==> src/rtl/ssb_sync_ctrl_pkg.sv <==
// Shared types and constants for the SSB cell-search sequencer.
// Covers the state encoding, the N_id ranges and the N_id formula.
package sync_pkg;

  localparam int N_ID_W     = 10;
  localparam int N_ID_1_W   = 9;
  localparam int N_ID_1_MAX = 335;
  localparam int N_ID_2_MAX = 2;
  localparam int N_ID_MAX   = 1007;

  typedef enum logic [2:0] {
    IDLE     = 3'd0,
    WAIT_SSS = 3'd1,
    SKIP     = 3'd2,
    COLLECT  = 3'd3,
    WAIT_DET = 3'd4
  } sync_state_t;

  function automatic logic [N_ID_W-1:0] calc_n_id(input logic [N_ID_1_W-1:0] n_id_1,
                                                  input logic [1:0]          n_id_2);
    return N_ID_W'(n_id_1) * N_ID_W'(3) + N_ID_W'(n_id_2);
  endfunction

endpackage

==> src/rtl/ssb_sync_ctrl_if.sv <==
// Bundle of the PSS, FFT and SSS-detector signals around the sequencer.
// The master side is the environment, and the slave side is the sequencer.
interface ssb_sync_if
  import sync_pkg::*;
#(
  parameter int FFT_DW = 32
) ();

  logic [1:0]          N_id_2_i;
  logic                N_id_2_valid_i;
  logic                SSS_start_i;
  logic [FFT_DW-1:0]   fft_tdata_i;
  logic                fft_tvalid_i;
  logic [N_ID_1_W-1:0] det_N_id_1_i;
  logic                det_valid_i;

  logic [1:0]          N_id_2_o;
  logic                N_id_2_valid_o;
  logic                sss_bit_o;
  logic                sss_bit_valid_o;
  logic [N_ID_W-1:0]   N_id_o;
  logic                N_id_valid_o;
  logic                locked_o;
  logic                timeout_o;
  logic [2:0]          state_o;

  modport master (
    output N_id_2_i, N_id_2_valid_i, SSS_start_i, fft_tdata_i, fft_tvalid_i,
           det_N_id_1_i, det_valid_i,
    input  N_id_2_o, N_id_2_valid_o, sss_bit_o, sss_bit_valid_o, N_id_o,
           N_id_valid_o, locked_o, timeout_o, state_o
  );

  modport slave (
    input  N_id_2_i, N_id_2_valid_i, SSS_start_i, fft_tdata_i, fft_tvalid_i,
           det_N_id_1_i, det_valid_i,
    output N_id_2_o, N_id_2_valid_o, sss_bit_o, sss_bit_valid_o, N_id_o,
           N_id_valid_o, locked_o, timeout_o, state_o
  );

endinterface

==> src/rtl/ssb_sync_ctrl_lock_tracker.sv <==
// Tracks how many consecutive accepted SSBs produced the same N_id.
// locked is raised once LOCK_CNT consecutive results agree.
module ssb_lock_tracker
  import sync_pkg::*;
#(
  parameter int LOCK_CNT = 3
) (
  input  logic              clk_i,
  input  logic              reset_i,
  input  logic              i_update,
  input  logic              i_clear,
  input  logic [N_ID_W-1:0] i_N_id,
  output logic              o_locked
);

  localparam int CNT_W = $clog2(LOCK_CNT + 1);
  localparam logic [CNT_W-1:0] CNT_MAX = CNT_W'(LOCK_CNT);

  logic [N_ID_W-1:0] r_last;
  logic [CNT_W-1:0]  r_cnt;
  logic              r_locked;
  logic [CNT_W-1:0]  w_next;

  // A repeat of the stored N_id extends the run (saturating); anything else restarts it.
  always_comb begin
    w_next = CNT_W'(1);
    if (i_N_id == r_last)
      w_next = (r_cnt == CNT_MAX) ? CNT_MAX : r_cnt + CNT_W'(1);
  end

  always_ff @(posedge clk_i) begin
    if (reset_i) begin
      r_last   <= '0;
      r_cnt    <= '0;
      r_locked <= 1'b0;
    end else if (i_clear) begin
      r_cnt    <= '0;
      r_locked <= 1'b0;
    end else if (i_update) begin
      r_last   <= i_N_id;
      r_cnt    <= w_next;
      r_locked <= (w_next == CNT_MAX);
    end
  end

  assign o_locked = r_locked;

endmodule

==> src/rtl/ssb_sync_ctrl.sv <==
// Cell-search sequencer: it latches N_id_2 from a PSS peak and slices the SSS bins into bits.
// It then forms N_id from the SSS detector result and reports lock over successive SSBs.
module ssb_sync_ctrl
  import sync_pkg::*;
#(
  parameter int FFT_DW      = 32,
  parameter int SSS_START   = 64,
  parameter int SSS_LEN     = 127,
  parameter int TIMEOUT_CYC = 4096,
  parameter int LOCK_CNT    = 3
) (
  input logic       clk_i,
  input logic       reset_i,
  ssb_sync_if.slave bus
);

  localparam int BIN_W = $clog2((SSS_START > SSS_LEN ? SSS_START : SSS_LEN) + 1);
  localparam int TMO_W = $clog2(TIMEOUT_CYC + 1);
  localparam logic [BIN_W-1:0] SKIP_LAST = BIN_W'(SSS_START - 1);
  localparam logic [BIN_W-1:0] BITS_LAST = BIN_W'(SSS_LEN - 1);
  localparam logic [TMO_W-1:0] TMO_LAST  = TMO_W'(TIMEOUT_CYC - 1);

  sync_state_t       r_state;
  logic [BIN_W-1:0]  r_bin;
  logic [TMO_W-1:0]  r_tmo;
  logic [1:0]        r_N_id_2;
  logic              r_N_id_2_valid;
  logic              r_sss_bit;
  logic              r_sss_bit_valid;
  logic [N_ID_W-1:0] r_N_id;
  logic              r_N_id_valid;
  logic              r_timeout;

  logic              w_det;
  logic              w_accept;
  logic              w_tmo_evt;
  logic              w_clear;
  logic              w_locked;
  logic [N_ID_W-1:0] w_N_id;

  // SSS_start_i and det_valid_i take priority over an expiring timeout in the same cycle.
  assign w_det     = (r_state == WAIT_DET) && bus.det_valid_i;
  assign w_accept  = w_det && (bus.det_N_id_1_i <= N_ID_1_W'(N_ID_1_MAX));
  assign w_tmo_evt = (r_tmo == TMO_LAST) &&
                     (((r_state == WAIT_SSS) && !bus.SSS_start_i) ||
                      ((r_state == WAIT_DET) && !bus.det_valid_i));
  assign w_clear   = (w_det && !w_accept) || w_tmo_evt;
  assign w_N_id    = calc_n_id(bus.det_N_id_1_i, r_N_id_2);

  always_ff @(posedge clk_i) begin
    if (reset_i) begin
      r_state         <= IDLE;
      r_bin           <= '0;
      r_tmo           <= '0;
      r_N_id_2        <= '0;
      r_N_id_2_valid  <= 1'b0;
      r_sss_bit       <= 1'b0;
      r_sss_bit_valid <= 1'b0;
      r_N_id          <= '0;
      r_N_id_valid    <= 1'b0;
      r_timeout       <= 1'b0;
    end else begin
      r_N_id_2_valid  <= 1'b0;
      r_sss_bit_valid <= 1'b0;
      r_N_id_valid    <= 1'b0;
      r_timeout       <= 1'b0;
      case (r_state)
        IDLE: begin
          if (bus.N_id_2_valid_i && (bus.N_id_2_i <= 2'(N_ID_2_MAX))) begin
            r_N_id_2       <= bus.N_id_2_i;
            r_N_id_2_valid <= 1'b1;
            r_tmo          <= '0;
            r_state        <= WAIT_SSS;
          end
        end
        WAIT_SSS: begin
          if (bus.SSS_start_i) begin
            r_bin   <= '0;
            r_tmo   <= '0;
            r_state <= SKIP;
          end else if (w_tmo_evt) begin
            r_timeout <= 1'b1;
            r_tmo     <= '0;
            r_state   <= IDLE;
          end else begin
            r_tmo <= r_tmo + TMO_W'(1);
          end
        end
        SKIP: begin
          if (bus.fft_tvalid_i) begin
            if (r_bin == SKIP_LAST) begin
              r_bin   <= '0;
              r_tmo   <= '0;
              r_state <= COLLECT;
            end else begin
              r_bin <= r_bin + BIN_W'(1);
            end
          end
        end
        COLLECT: begin
          if (bus.fft_tvalid_i) begin
            r_sss_bit       <= ~bus.fft_tdata_i[FFT_DW/2-1];
            r_sss_bit_valid <= 1'b1;
            if (r_bin == BITS_LAST) begin
              r_bin   <= '0;
              r_tmo   <= '0;
              r_state <= WAIT_DET;
            end else begin
              r_bin <= r_bin + BIN_W'(1);
            end
          end
        end
        WAIT_DET: begin
          if (w_det) begin
            if (w_accept) begin
              r_N_id       <= w_N_id;
              r_N_id_valid <= 1'b1;
            end
            r_tmo   <= '0;
            r_state <= IDLE;
          end else if (w_tmo_evt) begin
            r_timeout <= 1'b1;
            r_tmo     <= '0;
            r_state   <= IDLE;
          end else begin
            r_tmo <= r_tmo + TMO_W'(1);
          end
        end
        default: r_state <= IDLE;
      endcase
    end
  end

  ssb_lock_tracker #(
    .LOCK_CNT (LOCK_CNT)
  ) u_lock (
    .clk_i    (clk_i),
    .reset_i  (reset_i),
    .i_update (w_accept),
    .i_clear  (w_clear),
    .i_N_id   (w_N_id),
    .o_locked (w_locked)
  );

  assign bus.N_id_2_o        = r_N_id_2;
  assign bus.N_id_2_valid_o  = r_N_id_2_valid;
  assign bus.sss_bit_o       = r_sss_bit;
  assign bus.sss_bit_valid_o = r_sss_bit_valid;
  assign bus.N_id_o          = r_N_id;
  assign bus.N_id_valid_o    = r_N_id_valid;
  assign bus.locked_o        = w_locked;
  assign bus.timeout_o       = r_timeout;
  assign bus.state_o         = r_state;

endmodule

==> src/flat_wrapper.sv <==
// flat-port wrapper written by rule: the top's interface ports become plain ports
module ssb_sync_ctrl_flat import sync_pkg::*;
#(
  parameter int FFT_DW      = 32,
  parameter int SSS_START   = 64,
  parameter int SSS_LEN     = 127,
  parameter int TIMEOUT_CYC = 4096,
  parameter int LOCK_CNT    = 3
)
  (clk_i, reset_i, bus_N_id_2_i, bus_N_id_2_valid_i, bus_SSS_start_i, bus_fft_tdata_i, bus_fft_tvalid_i, bus_det_N_id_1_i, bus_det_valid_i, bus_N_id_2_o, bus_N_id_2_valid_o, bus_sss_bit_o, bus_sss_bit_valid_o, bus_N_id_o, bus_N_id_valid_o, bus_locked_o, bus_timeout_o, bus_state_o);
  ssb_sync_if #(.FFT_DW(FFT_DW)) bus_i ();
  input logic clk_i;
  input logic reset_i;
  input wire logic [$bits(bus_i.N_id_2_i)-1:0] bus_N_id_2_i;
  input wire logic [$bits(bus_i.N_id_2_valid_i)-1:0] bus_N_id_2_valid_i;
  input wire logic [$bits(bus_i.SSS_start_i)-1:0] bus_SSS_start_i;
  input wire logic [$bits(bus_i.fft_tdata_i)-1:0] bus_fft_tdata_i;
  input wire logic [$bits(bus_i.fft_tvalid_i)-1:0] bus_fft_tvalid_i;
  input wire logic [$bits(bus_i.det_N_id_1_i)-1:0] bus_det_N_id_1_i;
  input wire logic [$bits(bus_i.det_valid_i)-1:0] bus_det_valid_i;
  output wire logic [$bits(bus_i.N_id_2_o)-1:0] bus_N_id_2_o;
  output wire logic [$bits(bus_i.N_id_2_valid_o)-1:0] bus_N_id_2_valid_o;
  output wire logic [$bits(bus_i.sss_bit_o)-1:0] bus_sss_bit_o;
  output wire logic [$bits(bus_i.sss_bit_valid_o)-1:0] bus_sss_bit_valid_o;
  output wire logic [$bits(bus_i.N_id_o)-1:0] bus_N_id_o;
  output wire logic [$bits(bus_i.N_id_valid_o)-1:0] bus_N_id_valid_o;
  output wire logic [$bits(bus_i.locked_o)-1:0] bus_locked_o;
  output wire logic [$bits(bus_i.timeout_o)-1:0] bus_timeout_o;
  output wire logic [$bits(bus_i.state_o)-1:0] bus_state_o;
  assign bus_i.N_id_2_i = bus_N_id_2_i;
  assign bus_i.N_id_2_valid_i = bus_N_id_2_valid_i;
  assign bus_i.SSS_start_i = bus_SSS_start_i;
  assign bus_i.fft_tdata_i = bus_fft_tdata_i;
  assign bus_i.fft_tvalid_i = bus_fft_tvalid_i;
  assign bus_i.det_N_id_1_i = bus_det_N_id_1_i;
  assign bus_i.det_valid_i = bus_det_valid_i;
  assign bus_N_id_2_o = bus_i.N_id_2_o;
  assign bus_N_id_2_valid_o = bus_i.N_id_2_valid_o;
  assign bus_sss_bit_o = bus_i.sss_bit_o;
  assign bus_sss_bit_valid_o = bus_i.sss_bit_valid_o;
  assign bus_N_id_o = bus_i.N_id_o;
  assign bus_N_id_valid_o = bus_i.N_id_valid_o;
  assign bus_locked_o = bus_i.locked_o;
  assign bus_timeout_o = bus_i.timeout_o;
  assign bus_state_o = bus_i.state_o;
  ssb_sync_ctrl #(.FFT_DW(FFT_DW), .SSS_START(SSS_START), .SSS_LEN(SSS_LEN), .TIMEOUT_CYC(TIMEOUT_CYC), .LOCK_CNT(LOCK_CNT)) u_core (.clk_i(clk_i), .reset_i(reset_i), .bus(bus_i));
endmodule
==> config.mk <==
export PLATFORM = sky130hd
export DESIGN_NAME = ssb_sync_ctrl_flat
export DESIGN_NICKNAME = d
export VERILOG_FILES = /design/src/rtl/ssb_sync_ctrl_pkg.sv /design/src/rtl/ssb_sync_ctrl_if.sv /design/src/rtl/ssb_sync_ctrl_lock_tracker.sv /design/src/rtl/ssb_sync_ctrl.sv /design/src/flat_wrapper.sv
export SDC_FILE = /design/constraint.sdc
export NUM_CORES = 1
export LEC_CHECK = 0
export CAP_MARGIN = 25
export CORE_MARGIN = 2
export CORE_UTILIZATION = 55
export DETAILED_ROUTE_END_ITERATION = 8
export HOLD_SLACK_MARGIN = 0.08
export PLACE_DENSITY_LB_ADDON = 0.15
export SLEW_MARGIN = 10
export SYNTH_ARGS = -nofsm -noshare
export SYNTH_HDL_FRONTEND = slang
export SYNTH_SLANG_ARGS = --single-unit
export TNS_END_PERCENT = 100
==> constraint.sdc <==
create_clock -name clk_i -period 9.1 [get_ports clk_i]
set_input_delay 0.91 -clock clk_i [delete_from_list [all_inputs] [get_ports clk_i]]
set_output_delay 0.91 -clock clk_i [all_outputs]
set_load 0.02 [all_outputs]
### Word level (Yosys, flattened, before mapping)

Cells that the tools add are included.

* register bits: 53
* bits of input ports: 49
* output and inout port bits: 21
* word-level logic and storage cells: 101

* add/subtract/negate cells: 4
* $mul: 1
* $lt $le $gt $ge: 2
* eq/ne operators: 16
* muxes and demuxes: 33
* bitwise operators: 6
* reductions and logical operators: 26

Operator list (count)
* 2-to-1 mux 13 bit: 8
* one-hot mux 13 bit (5 select lines): 1
* 2-to-1 mux 7 bit: 5
* 2-to-1 mux 3 bit: 8
* one-hot mux 7 bit (3 select lines): 1
* one-hot mux 3 bit (5 select lines): 1
* adder 13 x 1 -> 13 bit, second input constant: 1
* == test 13 x 12 -> 1 bit, second input constant: 1
* adder 10 x 2 -> 10 bit: 1
* == test 10 bit: 1
* multiplier 9 x 2 -> 10 bit, second input constant: 1
* <= comparator 9 bit, second input constant: 1
* adder 7 x 1 -> 7 bit, second input constant: 1
* == test 7 x 6 -> 1 bit, second input constant: 1
* == test 7 bit, second input constant: 1
* logical AND 1 bit: 7
* == test 3 x 2 -> 1 bit, second input constant: 2
* 2-to-1 mux 1 bit: 6
* != test 2 x 1 -> 1 bit, second input constant: 3
* != test 2 bit, second input constant: 3
* NOT 1 bit: 6
* AND reduction 2 bit: 3
* AND reduction 6 bit: 1
* OR reduction 2 bit: 3
* other kinds (16): 21

### Longest topological paths before layout

Gate-level depths: netlist of the first run.

* depth in word-level cells: 8
* depth in mapped cells: 13

### By module

A second synthesis of the first run with hierarchy kept.

* cells, all modules: 370
* area, all modules: 3116.7 µm²

Modules (own cells, without submodules)
* ssb_sync_ctrl: times used 1, cells each 298, area each 2529.9 µm², seq. area each 800.8 µm²
* ssb_lock_tracker: times used 1, cells each 72, area each 586.8 µm², seq. area each 260.2 µm²

### Worst setup path after synthesis of the first run

Ideal clock, no wire load.

* path type: in2reg
* from: input port bus_det_N_id_1_i[0]
* to: register u_core.u_lock.r_cnt[0]
* setup time: 116 ps
* arrival time: 3310 ps
* data required time: 8984 ps
* slack: 5674 ps
* cell stages on the path: 13
* buffers on the path: 0
* cells stage by stage: inv_1 fa_1 inv_1 ha_1 inv_1 fa_1 nand2b_1 o2bb2ai_1 xnor2_1 a211oi_1 nor4b_1 nand4_1 o211a_1

* longest elaborated chain between the ends: 6
* elaborated cells between the ends (all ways): 10
* classes of those cells: add/sub (1); mul (1); order compare (1); eq/ne (1); mux (1); reduce/logical (5)

Ends and longest elaborated chain
* start: declaration: line flat_wrapper.sv:19 `input wire logic [$bits(bus_i.det_N_id_1_i)-1:0] bus_det_N_id_1_i;`
* parallel branches: the longest is 6 deep, another holds multiplier 9 x 2 -> 10 bit
* end signal: assignment: line ssb_sync_ctrl_lock_tracker.sv:41 `r_cnt <= w_next;`
* end: declaration: line ssb_sync_ctrl_lock_tracker.sv:20 `logic [CNT_W-1:0] r_cnt;`

Parallel ways; which one is timed is not known.
A chain may end at the register's enable or synchronous reset.

### Worst setup path in the final report of the first run

* from: input port bus_det_N_id_1_i[0]
* to: register u_core.u_lock.r_locked (netlist: u_core.u_lock.o_locked)

* longest elaborated chain between the ends: 6
* elaborated cells between the ends (all ways): 11
* classes of those cells: add/sub (1); mul (1); order compare (1); eq/ne (2); mux (1); reduce/logical (5)

Ends and longest elaborated chain
* parallel branches: the longest is 6 deep, another holds multiplier 9 x 2 -> 10 bit
* end signal: assignment: line ssb_sync_ctrl_lock_tracker.sv:42 `r_locked <= (w_next == CNT_MAX);`
* end: declaration: line ssb_sync_ctrl_lock_tracker.sv:21 `logic r_locked;`

Parallel ways; which one is timed is not known.

==> impl_results.md, run 1 <==
* Status: finished, final reports clean
* DIE WIDTH at between 70 and 80 um
* Count leader, synth: dfxtp_1
* Slew at the pin closest to its max-slew limit at between 0.9 and 1 ns
* DRC at 0
* Clock-pin slew on the worst setup and hold paths at roughly 0.1 ns
* R2R depth at 13
* Area contributors post-synth: dfxtp_1 34%, ha_1 10%, nand2_1 5.3%
* Seq. cell area at about 1100 um^2
* Leakage at 1.444 nW
* Initial DRC count at about 90
* Final Hold Viols at 0
* EDFF count, synth at 0
* Peak supply drop at slightly above 0.00008 V
* Post-synth ARST share at 0
* Number of global-route vias before repair at about 2.5k
* Period minus WS final at ~4 ns
* Final setup violating endpoints at 0
* Syn nets at 454
* Synth warn at 0
* Cell taking the most area after synthesis: dfxtp_1
* Post-route setup TNS at 0 ns
* Critical-path top delay cell: clkdlybuf4s50_1
* Synthesized area per cell at around 8.4 um^2
* Setup WS pre-CTS at approximately 4.8 ns
* WHS Endpoint: u_core.bus.N_id_o[0]
* Post-Route WL at between 6000 and 7000 um
* GP Congestion at 0.9106
* # hold bufs at CTS at 0
* CP max stage delay at around 0.56 ns
* Starting density of the core at 0.5716
* Total GRT Usage at 0.2248
* Final Max Tran Viols at 0
* Area of the multi-input gates at ~1900 um^2
* Worst Skew at 0.004034 ns
* H-tree levels at 2
* Top post-synthesis cells by count: 53 x dfxtp_1, 45 x nand2_1, 35 x nor2_1, 30 x a21oi_1, 26 x ha_1
* Hold depth at 2
* WHS at ~0.46 ns
* Critical Path RT at ~9.4 ns
* Pre-Repair DR Iteration Count at 4
* Worst hold path type: reg -> reg
* Fmax at approximately 0.25 GHz
* Critical path arrival at between 4 and 5 ns
* First-pass GRT wire length at between 10000 and 15000 um
* Synthesized area at around 3200 um^2
* Via density per instance at around 5.6
* Crit path kind: in -> reg
* Yosys top cell area share at 0.3350
* CTS tree: done
* Max Root-Sink Buffers at 2
* Final nets at a little under 500
* Largest net degree at the start of global routing at 33
* Reg2Reg Setup Slack at a little under 6 ns
* Power Density at 150.3 nW/um^2
* Startpoint Class: input port
* Die Y at approximately 80 um
* Vias at roughly 2.7k
* GRT overflow at 0
* Worst reg2reg endpoint: u_core.u_lock.o_locked
* Io pins at 70
* Fin crit share at 0.4430
* Routed len/inst at roughly 14 um
* CP delay by family, top: simple AND/OR/NAND/NOR gates
* Layout cells sized above 1 at 0.04854
* Critical path peak fanout at 4
* Final ANT Viol Nets at 0
* Area growth, synth to finish at 16.00%
* Gate Count Post-Synth at ~380
* Initial antenna violation count at 0
* Crit-path most repeated cell: inv_1
* Total Power at 0.5521 mW
* Worst setup margin at about 5.1 ns
* Total of max-cap violations at 0
* Critical path buffers and inverters at 4
* Worst-path cell chain: clkdlybuf4s50_1 > inv_1 > fa_1 > inv_1 > ha_1 > inv_1 > fa_1 > xnor2_1 > nor3_1 > nor4b_1 > nand4_1 > nor4_1 > nand4_1 > a21boi_1
* FP Rows at 27
* Clock Tree Root: clkbuf_8
* Post-CTS setup buffers at 0
* TritonCTS Buffers at 5
* Post-synthesis sequential area ratio at 0.3350
* RSZ-0062 raised after global routing: no
* # diodes at 0
* Post-CTS sizing at 0
* Rel. slew slack at 0.3679
* Reg2reg start: u_core.bus.N_id_2_o[1]
* Library cells used by synthesis at 57
* Fill count at slightly below 500
* Full die area at between 6000 and 7000 um^2
* Worst-Skew Late Latency at between 0.3 and 0.4 ns
* Worst min-delay path startpoint: u_core.bus.N_id_o[0]
* Post-DP HPWL at 4949 um
* Core Region at around 5500 um^2
* Number of synthesized register bits at between 50 and 60
* Sink Count at 53
* Critical Path Sink Type: flop
* Top_reg_cell synth: dfxtp_1
* Port buffer count at 38
power breakdown:
group / internal (mW) / switching (mW)
combinational: 0.0608 / 0.0815
clock: 0.0825 / 0.0796
sequential: 0.238 / 0.00944
sequential cells by signal (all words and copies together), names as in the netlist:
register / cells
u_core.bus.sss_bit_valid_o: 1
u_core.bus.N_id_2_o: 2
u_core.bus.N_id_2_valid_o: 1
u_core.bus.state_o: 3
u_core.bus.sss_bit_o: 1
u_core.u_lock.r_last: 10
u_core.r_bin: 7
u_core.u_lock.r_cnt: 2
u_core.u_lock.o_locked: 1
u_core.r_tmo: 13
u_core.bus.N_id_o: 10
u_core.bus.timeout_o: 1
u_core.bus.N_id_valid_o: 1
worst max-delay path by stage:
stage                        startpoint                     end  cells after the start
floorplan           bus_det_N_id_1_i[0]  u_core.u_lock.r_cnt[0]                     13
global route        bus_det_N_id_1_i[0]  u_core.u_lock.o_locked                     14
finish              bus_det_N_id_1_i[0]  u_core.u_lock.o_locked                     14
detailed placement  bus_det_N_id_1_i[0]  u_core.u_lock.o_locked                     14
global placement    bus_det_N_id_1_i[0]  u_core.u_lock.r_cnt[0]                     14
CTS                 bus_det_N_id_1_i[0]  u_core.u_lock.o_locked                     14
layout make-up:
| class | instances | share of cell area |
|---|---|---|
| Tap cell | 72 | 0.02452 |
| Timing Repair Buffer | 39 | 0.1056 |
| Clock buffer | 5 | 0.01873 |
| Multi-Input combinational cell | 290 | 0.5279 |
| Sequential cell | 53 | 0.2888 |
| Clock inverter | 3 | 0.01192 |
| Inverter | 22 | 0.02248 |
kinds of logic after synthesis:
kind of cell | count (synthesis) | share of synthesized area
simple gates | 153 | 0.2406
mux | 3 | 0.009483
flops | 53 | 0.3350
compound gates | 75 | 0.1612
buf+inv | 34 | 0.05255
xor+xnor | 31 | 0.08574
fa+ha+maj | 28 | 0.1154
worst min-delay path, delay by kind of cell, from the launching register on:
kind,cells,cell delay [ns]
simple gates,1,0.05
flops,1,0.32
compound gates,1,0.05
cell usage in the layout, fill, tap and decap left out, types with 15 or more instances in the layout:
cell type,netlist,layout
nand3_1,16,16
nand2_1,45,45
inv_1,22,22
ha_1,26,26
xor2_1,16,16
nor2_1,35,35
a21oi_1,30,30
clkdlybuf4s50_1,0,38
dfxtp_1,53,53
xnor2_1,15,15
per-stage QoR:
stage,cell area (um^2),utilization,instances
floorplan,3167,-,377
global placement,3561,0.6427,476
detailed placement,3561,0.6427,476
CTS,3674,0.6631,484
global route,3674,0.6631,484
finish,3674,0.6631,484
metal layers:
metal  wire length, um  vias to the layer above  global-route usage
li1                  -                     1383                   -
met1              2932                     1248              0.2702
met2              3290                       57              0.4108
met3               282                       14             0.03394
met4               116                        0             0.06441
met5                 0                        -                   0
Power figures use the tool's default switching activity.
==> inputs of run 2 (changes only) <==
--- a/config.mk
+++ b/config.mk
@@ -7,7 +7,7 @@
 export LEC_CHECK = 0
 export CAP_MARGIN = 25
 export CORE_MARGIN = 2
-export CORE_UTILIZATION = 55
+export CORE_UTILIZATION = 46
 export DETAILED_ROUTE_END_ITERATION = 8
 export HOLD_SLACK_MARGIN = 0.08
 export PLACE_DENSITY_LB_ADDON = 0.15
==> constraint.sdc (replaced) <==
create_clock -name clk_i -period 3.33 [get_ports clk_i]
set_input_delay 0.333 -clock clk_i [delete_from_list [all_inputs] [get_ports clk_i]]
set_output_delay 0.333 -clock clk_i [all_outputs]
set_load 0.02 [all_outputs]
==> run 2 against run 1 <==
  * Sequential power rose to 2.7 times the previous value
  * Sequential cell count did not move
  * Clock power up 120%
  * Routed wire length increased by 2.7%
  * Core utilization shrank 8.9 points
  * Critical endpoint is now u_core.u_lock.r_cnt[0]
  * Hold slack got worse by 0.0048 ns
  * Via count is 1.9% higher
  * Non-clock buffer count grew 17
  * Sequential share of layout area shrank 1.4 points
  * Combinational power increased to 3.1 times the previous value
  * Register-to-register slack got worse by 5.5 ns
==> impl_results.md, run 2 (synthesis gave the netlist of run 1 again) <==
* Status: finished, final reports clean
* # diodes at 0 (unchanged)
* Clock Tree Root: clkbuf_8
* Period minus WS final at just over 3 ns
* Placed insts at 501 (+5.3%)
* RSZ-0062 raised after global routing: no
* Crit path kind: in -> reg
* Initial antenna violation count at 0 (unchanged)
* Critical Path Sink Type: flop
* Rel. slew slack at 0.6819 (+0.3140)
* Final Hold Viols at 0 (unchanged)
* Routed len/inst at 13.36 um (-2.3%)
* Critical path arrival at 3.28 ns (-1.00 ns)
* Seq. cell area at 1061 um^2 (unchanged)
* Area of the multi-input gates at 2012 um^2 (+3.7%)
* Worst reg2reg endpoint: u_core.u_lock.r_cnt[0]
* R2R depth at 14 (+1)
* Worst hold path type: reg -> reg
* Port buffer count at 38 (unchanged)
* Clock-pin slew on the worst setup and hold paths at 0.09 ns (about the same)
* Post-CTS sizing at 0 (unchanged)
* Slew at the pin closest to its max-slew limit at 0.4757 ns (-0.4695 ns)
* Most common cell after layout, fill and taps aside: dfxtp_1
* DIE WIDTH at 86.97 um (+8.9%)
* Layout cells sized above 1 at 0.1142 (+0.06568)
* Final ANT Viol Nets at 0 (unchanged)
* Post-Route WL at 6801 um (+2.7%)
* Worst Skew at 0.007274 ns (+0.003240 ns)
* Final setup violating endpoints at 0 (unchanged)
* # hold bufs at CTS at 0 (unchanged)
* Post-CTS setup buffers at 0 (unchanged)
* Pre-Repair DR Iteration Count at 4 (unchanged)
* Total GRT Usage at 0.1908 (-0.03398)
* Worst setup margin at 0.2510 ns (-4.818 ns)
* TritonCTS Buffers at 5 (unchanged)
* Io pins at 70 (unchanged)
* Number of global-route vias before repair at 2576 (+1.1%)
* Critical path peak fanout at 2 (-2)
* Peak supply drop at 0.0002190 V (+160%)
* Fmax at around 0.32 GHz
* Core Region at 6719 um^2 (+21%)
* GP Congestion at 0.8686 (-4.6%)
* Full die area at 7564 um^2 (+19%)
* Hold depth at 2 (unchanged)
* Reg2reg start: u_core.bus.N_id_2_o[1]
* Worst-Skew Late Latency at 0.30 ns (about the same)
* GRT overflow at 0 (unchanged)
* FP Rows at 30 (+11%)
* H-tree levels at 2 (unchanged)
* Power Density at 386.0 nW/um^2 (+160%)
* CTS tree: done
* Post-DP HPWL at 5186 um (+4.8%)
* Worst min-delay path startpoint: u_core.bus.N_id_o[0]
* Fill count at 599 (+21%)
* Die Y at 86.97 um (+8.9%)
* Post-DP Area at 3699 um^2 (+3.9%)
* Startpoint Class: input port
* Leakage at 1.530 nW (+5.9%)
* Starting density of the core at 0.4713 (-0.1003)
* Via density per instance at 5.407 (-3.2%)
* Sink Count at 53 (unchanged)
* DRC at 0 (unchanged)
* Initial DRC count at 81 (-8.0%)
* Post-route setup TNS at 0 ns (unchanged)
* Reg2Reg Setup Slack at 0.32 ns (-5.51 ns)
* Final Max Tran Viols at 0 (unchanged)
* Max reg flops at 13 (unchanged)
* WHS Endpoint: u_core.bus.N_id_o[0]
* Layout Cell Area excl Fill at 3857 um^2 (+5.0%)
* Final nets at 505 (+3.5%)
* Most frequent cells in the layout: 53 x dfxtp_1, 45 x nand2_1, 38 x clkdlybuf4s50_1
* Final std cells w/o fill at 509 (+5.2%)
* Setup WS pre-CTS at -0.2271 ns (-4.980 ns)
* First-pass GRT wire length at 11600 um (+1.6%)
* Fin crit share at 0.9246
* Critical Path RT at 3.53 ns (-5.82 ns)
* Vias at 2752 (+1.9%)
* Max Root-Sink Buffers at 2 (unchanged)
* Largest net degree at the start of global routing at 33 (unchanged)
* Total of max-cap violations at 0 (unchanged)
* Largest Register: u_core.r_tmo
* Area growth, synth to finish at 21.81%
==> run 2: worst max path at each step <==
stage	from	end	slack, ns	cells after the start
after detailed placement	bus_det_N_id_1_i[0]	u_core.u_lock.r_cnt[0]	-0.23	14
after CTS	bus_det_N_id_1_i[0]	u_core.u_lock.o_locked	0.05	14
after floorplan	u_core.bus.N_id_2_o[1]	u_core.u_lock.r_cnt[0]	0.29	13
after global routing	bus_det_N_id_1_i[0]	u_core.u_lock.r_cnt[0]	0.01	15
final	bus_det_N_id_1_i[0]	u_core.u_lock.r_cnt[0]	0.25	15
after global placement	bus_det_N_id_1_i[0]	u_core.u_lock.r_cnt[0]	-0.19	14
==> run 2: final cells by class <==
| class | instances | area share |
|---|---|---|
| clock inverters | 2 | 0.003568 |
| multi-input cells | 290 | 0.5216 |
| clock buffers | 6 | 0.01881 |
| well taps | 80 | 0.02595 |
| repair buffers | 56 | 0.1336 |
| flip-flops and latches | 53 | 0.2751 |
| inverters | 22 | 0.02141 |
==> run 2: power by group <==
part / internal, mW / switching, mW / total, mW / leakage (nW)
Sequential: 0.651 / 0.0273 / 0.678 / 0.428
Combinational: 0.208 / 0.239 / 0.446 / 1.06
Clock: 0.150 / 0.214 / 0.364 / 0.0456
==> run 2: layer usage <==
layer  part of all wire  global-route usage  routed length [um]
met1               0.46              0.2363                3100
met2               0.50              0.3380                3384
met3              0.031             0.03507                 211
met5                  0                   0                   0
met4              0.015             0.05114                 104
==> run 2: worst max-delay path: stages <==
cell and delay (ns):
clkdlybuf4s50_1 0.49, inv_1 0.06, fa_1 0.44, inv_1 0.07, ha_1 0.16, inv_1 0.06, fa_2 0.34, xnor2_1 0.13
buf_4 0.14, xor2_1 0.17, nor4b_2 0.28, nand4b_1 0.16, nor3_2 0.17, nand4_1 0.12, o211a_1 0.15
==> run 2: metrics by stage <==
stage / hold slack, ns / util / power (mW)
after floorplan: 0.4265 / - / 0.9746
after global placement: 0.4454 / 0.5505 / 1.111
after detailed placement: 0.4490 / 0.5505 / 1.113
after CTS: 0.4611 / 0.5633 / 1.478
after global routing: 0.4828 / 0.5741 / 1.580
final: 0.4566 / 0.5741 / 1.489
==> inputs of run 3 (changes only) <==
--- a/config.mk
+++ b/config.mk
@@ -5,6 +5,7 @@
 export SDC_FILE = /design/constraint.sdc
 export NUM_CORES = 1
 export LEC_CHECK = 0
+export ABC_CLOCK_PERIOD_IN_PS = 3330
 export CAP_MARGIN = 25
 export CORE_MARGIN = 2
 export CORE_UTILIZATION = 46
==> constraint.sdc (replaced) <==
create_clock -name clk_i -period 3.33 [get_ports clk_i]
set_input_delay 0.333 -clock clk_i [delete_from_list [all_inputs] [get_ports clk_i]]
set_output_delay 0.333 -clock clk_i [all_outputs]
set_load 0.1 [all_outputs]
==> run 3 against run 2 <==
  * Cell count is 0.79% lower
  * Maximum frequency is 3.0% lower
  * Largest power group unchanged
  * Sequential share of layout area is 0.26 points higher
  * Register-to-register slack worse by 0.06 ns
  * Critical endpoint unchanged
  * Largest cell class unchanged
  * Sequential cell count stayed put
==> impl_results.md, run 3 (synthesis gave the netlist of run 1 again) <==
* Largest Register: u_core.r_tmo
* Initial DRC count at 58 (-28%)
* Worst-Skew Late Latency at 0.30 ns (about the same)
* Port buffer count at 38 (unchanged)
* Via density per instance at 5.335 (-1.3%)
* Fin crit share at 0.9532 (+0.02856)
* GRT overflow at 0 (unchanged)
* H-tree levels at 2 (unchanged)
* Startpoint Class: input port
* Max layer used: met4
* Most frequent cells in the layout: 52 x dfxtp_1, 45 x nand2_1, 38 x clkdlybuf4s50_1
* Critical Path RT at 3.54 ns (about the same)
* Critical path peak fanout at 3 (+1)
* Most common cell after layout, fill and taps aside: dfxtp_1
* CTS tree: done
* TritonCTS Buffers at 5 (unchanged)
* Hold depth at 2 (unchanged)
* Total GRT Usage at 0.1848 (-0.006010)
* Clock Tree Root: clkbuf_8
* Worst hold path type: reg -> reg
* WHS Endpoint: u_core.bus.N_id_o[0]
* Io pins at 70 (unchanged)
* Slew at the pin closest to its max-slew limit at 0.9770 ns (+0.5013 ns)
* Power Density at 421.9 nW/um^2 (+9.3%)
* R2R depth at 13 (-1)
* Worst setup margin at 0.1559 ns (-0.09510 ns)
* Post-route setup TNS at 0 ns (unchanged)
* DRC at 0 (unchanged)
* Total of max-cap violations at 0 (unchanged)
* Status: finished, final reports clean
* Number of global-route vias before repair at 2542 (-1.3%)
* Leakage at 1.519 nW (-0.69%)
* Post-Route WL at 6738 um (-0.93%)
* Max Root-Sink Buffers at 2 (unchanged)
* Final nets at 501 (-0.79%)
* Die Y at 86.97 um (unchanged)
* Met2 WL at 3258 um (-3.7%)
* # diodes at 0 (unchanged)
* Post-DP HPWL at 5161 um (-0.49%)
* Layout cells sized above 1 at 0.09647 (-0.01775)
* Period minus WS final at 3.174 ns (+0.09510 ns)
* WHS at 0.4597 ns (+0.003120 ns)
* FP Rows at 30 (unchanged)
* Worst min-delay path startpoint: u_core.bus.N_id_o[0]
* Max reg flops at 13 (unchanged)
* Clock-pin slew on the worst setup and hold paths at 0.10 ns (about the same)
* GP Congestion at 0.8848 (+1.9%)
* Final ANT Viol Nets at 0 (unchanged)
* Worst reg2reg endpoint: u_core.u_lock.r_cnt[0]
* Fill count at 606 (+1.2%)
* Rel. slew slack at 0.3466 (-0.3353)
* # hold bufs at CTS at 0 (unchanged)
* Final Max Tran Viols at 0 (unchanged)
* DIE WIDTH at 86.97 um (unchanged)
* Post-CTS setup buffers at 0 (unchanged)
* Area growth, synth to finish at 20.82%
* Setup WS pre-CTS at -0.2684 ns (-0.04132 ns)
* Core Region at 6719 um^2 (unchanged)
* Worst Skew at 0.005600 ns (-0.001674 ns)
* Starting density of the core at 0.4713 (unchanged)
* Vias at 2694 (-2.1%)
* Fmax at 0.3150 GHz (-3.0%)
* Crit path kind: in -> reg
* Peak supply drop at 0.0001655 V (-24%)
* Final Hold Viols at 0 (unchanged)
* Post-CTS sizing at 0 (unchanged)
* Pre-Repair DR Iteration Count at 4 (unchanged)
* Metal3 WL at 182 um (-14%)
* Final setup violating endpoints at 0 (unchanged)
* DRT met1 WL at 3152 um (+1.7%)
* Reg2Reg Setup Slack at 0.26 ns (-0.06 ns)
* Largest net degree at the start of global routing at 33 (unchanged)
* First-pass GRT wire length at 11230 um (-3.1%)
* Sink Count at 53 (unchanged)
* Initial antenna violation count at 0 (unchanged)
* Routed len/inst at 13.34 um (-0.14%)
* Full die area at 7564 um^2 (unchanged)
* Reg2reg start: u_core.bus.N_id_2_o[1]
* Critical path arrival at 3.38 ns (+0.10 ns)
* Critical Path Sink Type: flop
run 3: cell count changes in the layout (fill, tap and decap cells not counted), sizes merged:
| cell | change |
|---|---|
| buf | -4 |
| bufinv | +1 |
| clkbuf | -1 |
run 3: final cells by class:
class / instances / area, um^2 / area share
clock buffer: 5 / 68.82 / 0.01799
timing repair buffer: 52 / 485.5 / 0.1269
inverter: 22 / 82.58 / 0.02158
tap: 80 / 100.1 / 0.02616
clock inverter: 3 / 43.79 / 0.01145
multi-input combinational: 290 / 1983 / 0.5183
sequential: 53 / 1062 / 0.2776
run 3: routing by layer:
layer  GRT usage  vias to the layer above
met5           0                        -
met4     0.06108                        0
met3     0.03128                       11
met2      0.3227                       35
met1      0.2296                     1235
li1            -                     1413
run 3: worst max-delay path by stage:
stage                            from                endpoint  slack [ns]  depth (start not counted)
2_1_floorplan  u_core.bus.N_id_2_o[1]  u_core.u_lock.r_cnt[0]        0.03                         13
6_report          bus_det_N_id_1_i[0]  u_core.u_lock.r_cnt[0]        0.16                         14
3_5_place_dp      bus_det_N_id_1_i[0]  u_core.u_lock.r_cnt[0]       -0.27                         14
3_3_place_gp      bus_det_N_id_1_i[0]  u_core.u_lock.r_cnt[0]       -0.20                         14
4_1_cts           bus_det_N_id_1_i[0]  u_core.u_lock.r_cnt[0]        0.06                         14
5_1_grt           bus_det_N_id_1_i[0]  u_core.u_lock.o_locked       -0.01                         15
run 3: critical path, stage by stage:
cell and delay (ns):
clkdlybuf4s50_1 0.48, inv_1 0.06, fa_1 0.45, inv_1 0.07, ha_1 0.17, inv_1 0.06, fa_1 0.40, nand2b_1 0.19
o2bb2ai_1 0.21, xnor2_1 0.19, a211oi_2 0.26, nor4b_4 0.24, nand4_1 0.12, o211a_1 0.15
run 3: where the power goes:
group | internal [mW] | leakage (nW) | switching [mW]
combinational | 0.197 | 1.03 | 0.297
clock | 0.226 | 0.0585 | 0.217
sequential | 0.651 | 0.428 | 0.0267
total | 1.07 | 1.52 | 0.541
run 3: through the flow:
stage                     power [mW]  cell area [um^2]  cells    util
after detailed placement       1.171              3670    497  0.5462
after floorplan                1.037              3168    377       -
after global routing           1.703              3826    505  0.5695
final                          1.614              3826    505  0.5695
after CTS                      1.616              3782    505  0.5629
after global placement         1.167              3670    497  0.5462
==> variant (settings of run 1) <==
`LOCK_CNT` is set to 3 in 3 places; all go to 5.
--- a/src/rtl/ssb_sync_ctrl_lock_tracker.sv
+++ b/src/rtl/ssb_sync_ctrl_lock_tracker.sv
@@ -4,5 +4,5 @@
   import sync_pkg::*;
 #(
-  parameter int LOCK_CNT = 3
+  parameter int LOCK_CNT = 5
 ) (
   input  logic              clk_i,
--- a/src/rtl/ssb_sync_ctrl.sv
+++ b/src/rtl/ssb_sync_ctrl.sv
@@ -8,5 +8,5 @@
   parameter int SSS_LEN     = 127,
   parameter int TIMEOUT_CYC = 4096,
-  parameter int LOCK_CNT    = 3
+  parameter int LOCK_CNT    = 5
 ) (
   input logic       clk_i,
--- a/src/flat_wrapper.sv
+++ b/src/flat_wrapper.sv
@@ -6,5 +6,5 @@
   parameter int SSS_LEN     = 127,
   parameter int TIMEOUT_CYC = 4096,
-  parameter int LOCK_CNT    = 3
+  parameter int LOCK_CNT    = 5
 )
   (clk_i, reset_i, bus_N_id_2_i, bus_N_id_2_valid_i, bus_SSS_start_i, bus_fft_tdata_i, bus_fft_tvalid_i, bus_det_N_id_1_i, bus_det_valid_i, bus_N_id_2_o, bus_N_id_2_valid_o, bus_sss_bit_o, bus_sss_bit_valid_o, bus_N_id_o, bus_N_id_valid_o, bus_locked_o, bus_timeout_o, bus_state_o);
Behaviour: same outputs for any inputs over 10 cycles, from zero or initial values and one cycle with reset_i high; that may be too few to reach the edited logic, so the function may still have changed.
==> variant against run 1 <==
Non-clock buffer count rose by 1. Utilization fell by 1.6 points. Sequential share of layout area is 0.51 points lower. First-iteration DRC count up 72%. Setup slack lost 0.39 ns. Cell area is 3.7% higher. Register-to-register slack worse by 0.38 ns. Total power is 3.0% lower. Synthesized area rose by 4.7%. Worst hold slack worse by 0.0037 ns. Routed wire length grew 7.6%. Sequential cell count up 1. Combinational power grew 6%. Count of clock-buffer cells in the layout unchanged.
==> variant: results (changes against run 1) <==
[metrics] outcome: complete, no violations
[metrics] combined global-route utilization of all metal layers: 22.3% (-0.20 points)
[metrics] maximum number of pins on one net before global-route repair: 42 (+27%)
[metrics] via count of the first global-routing pass: 2,636 (+3.4%)
[metrics] number of hold-repair buffers added at the cts stage: 0 (unchanged)
[metrics] number of resized instances in the post-cts repair step: 0 (unchanged)
[metrics] launch point of the critical path: bus_det_N_id_1_i[0]
[metrics] met1 capacity usage during global routing: 27.6% (+0.59 points)
[metrics] share of cells above drive strength 1: 4.57% (-0.29 points)
[metrics] met2 track demand over resource: 38.8% (-2.3 points)
[metrics] leakage power summed over all cells: 1.44 nW (-0.17%)
[metrics] number of nets in the finished design: 514 (+5.3%)
[metrics] number of antenna violations at the first check in global routing: 0 (unchanged)
[metrics] violation count after the first detailed-route iteration: 151 (+72%)
[metrics] met3 global-route usage: 3.74% (+0.34 points)
[metrics] wire length of the first global-routing pass: 11.6 mm (+1.3%)
[metrics] post-DP HPWL: 5.34 mm (+7.9%)
[metrics] Setup crit end: u_core.u_lock.r_cnt[2]
[metrics] relative slew slack: 48.3% (+12 points)
[metrics] fillcell total: 529 (+6.7%)
[metrics] Synth top cells by count: sky130_fd_sc_hd__dfxtp_1, sky130_fd_sc_hd__nor2_1, sky130_fd_sc_hd__nand2_1
[metrics] Largest register FFs: 13 (unchanged)
[metrics] HP Class: flop to flop
[metrics] maximum net fanout on the critical path: 4 (unchanged)
[metrics] net count after synthesis: 484 (+6.6%)
[metrics] flop-to-flop setup slack: 5.45 ns (-0.38 ns)
[metrics] WL per Instance: 13.9 um (+1.5%)
[metrics] maximum resistive drop on vdd: 96.1 uV (+16%)
[metrics] Power per Cell Area: 141 nW/um2 (-6.5%)
[metrics] share of the yosys chip area belonging to registers: 32.6% (-0.90 points)
[metrics] count of different cell masters after synthesis: 58 (+1.8%)
[metrics] routed via count: 2,959 (+9.5%)
[metrics] Worst Skew: 0.00332 ns (-0.000711 ns)
[metrics] top cells by area, synth: sky130_fd_sc_hd__dfxtp_1, sky130_fd_sc_hd__ha_1, sky130_fd_sc_hd__a21oi_1
[metrics] worst-case clock buffer depth: 2 (unchanged)
[metrics] placement-stage cell area: 3730 um2 (+4.7%)
[metrics] ys async rst share: 0% (unchanged)
[metrics] largest register by flop count: u_core.r_tmo
[metrics] Final GP Congestion: 0.913 (+0.23%)
[metrics] reg2reg path depth: 12 (-1)
[metrics] Worst Path Arrival: 4.66 ns (+0.38 ns)
[metrics] clock input transition at the sequential cells of the worst setup and hold paths: 0.10 ns (about the same)
[metrics] TritonCTS buffer count: 5 (unchanged)
==> variant: final cells by class <==
cell class	count	share of cell area [%]
clock buffer	5	1.81
clock inverter	2	0.361
inverter	19	1.87
multi-input combinational	318	54.7
sequential	54	28.4
tap	75	2.46
timing repair buffer	40	10.4
==> variant: worst min path at each step <==
stage / slack, ns / endpoint / depth (start not counted) / start
global route: 0.48 / u_core.bus.N_id_o[8] / 2 / u_core.bus.N_id_o[8]
detailed placement: 0.45 / u_core.bus.N_id_o[4] / 2 / u_core.bus.N_id_o[4]
CTS: 0.46 / u_core.bus.N_id_o[4] / 2 / u_core.bus.N_id_o[4]
floorplan: 0.44 / u_core.u_lock.r_last[9] / 2 / u_core.u_lock.r_last[9]
finish: 0.46 / u_core.u_lock.o_locked / 2 / u_core.u_lock.o_locked
global placement: 0.44 / u_core.u_lock.o_locked / 2 / u_core.u_lock.o_locked
==> variant: per-layer routing <==
metal  vias up  part of all wire, %
li1       1507                    -
met1      1366                   45
met2        69                   49
met3        17                  3.5
met4         0                  2.4
met5         -                    0
==> variant: metrics by stage <==
step	setup slack, ns	std cells
after CTS	4.71	513
after global placement	4.47	506
after detailed placement	4.39	506
final	4.68	513
after floorplan	5.36	408
after global routing	4.49	513
==> variant: where the power goes <==
part / switching (mW) / internal, mW
clock network: 0.0814 / 0.0534
registers: 0.00844 / 0.242
logic: 0.0858 / 0.0644
total: 0.176 / 0.360
==> variant: logic make-up (layout without fill, tap and decap cells) <==
logic type,count (synthesis),in the layout,share of synthesized area (%)
fa+ha+maj,27,27,10.6
mux,3,3,0.906
simple gates,173,173,26.1
xor+xnor,22,22,6.68
flops,54,54,32.6
buf+inv,36,66,4.49
compound gates,93,93,18.6
==> variant: critical path: stages <==
cell                              delay [ns]
sky130_fd_sc_hd__clkdlybuf4s50_1        0.56
sky130_fd_sc_hd__inv_1                  0.08
sky130_fd_sc_hd__fa_1                   0.51
sky130_fd_sc_hd__inv_1                  0.05
sky130_fd_sc_hd__ha_1                   0.23
sky130_fd_sc_hd__fa_1                   0.51
sky130_fd_sc_hd__xor2_1                 0.19
sky130_fd_sc_hd__a2111oi_2              0.24
sky130_fd_sc_hd__nand3_1                0.11
sky130_fd_sc_hd__or4_1                  0.53
sky130_fd_sc_hd__nor4_2                 0.34
sky130_fd_sc_hd__o2111ai_1              0.21
sky130_fd_sc_hd__a21oi_1                0.18
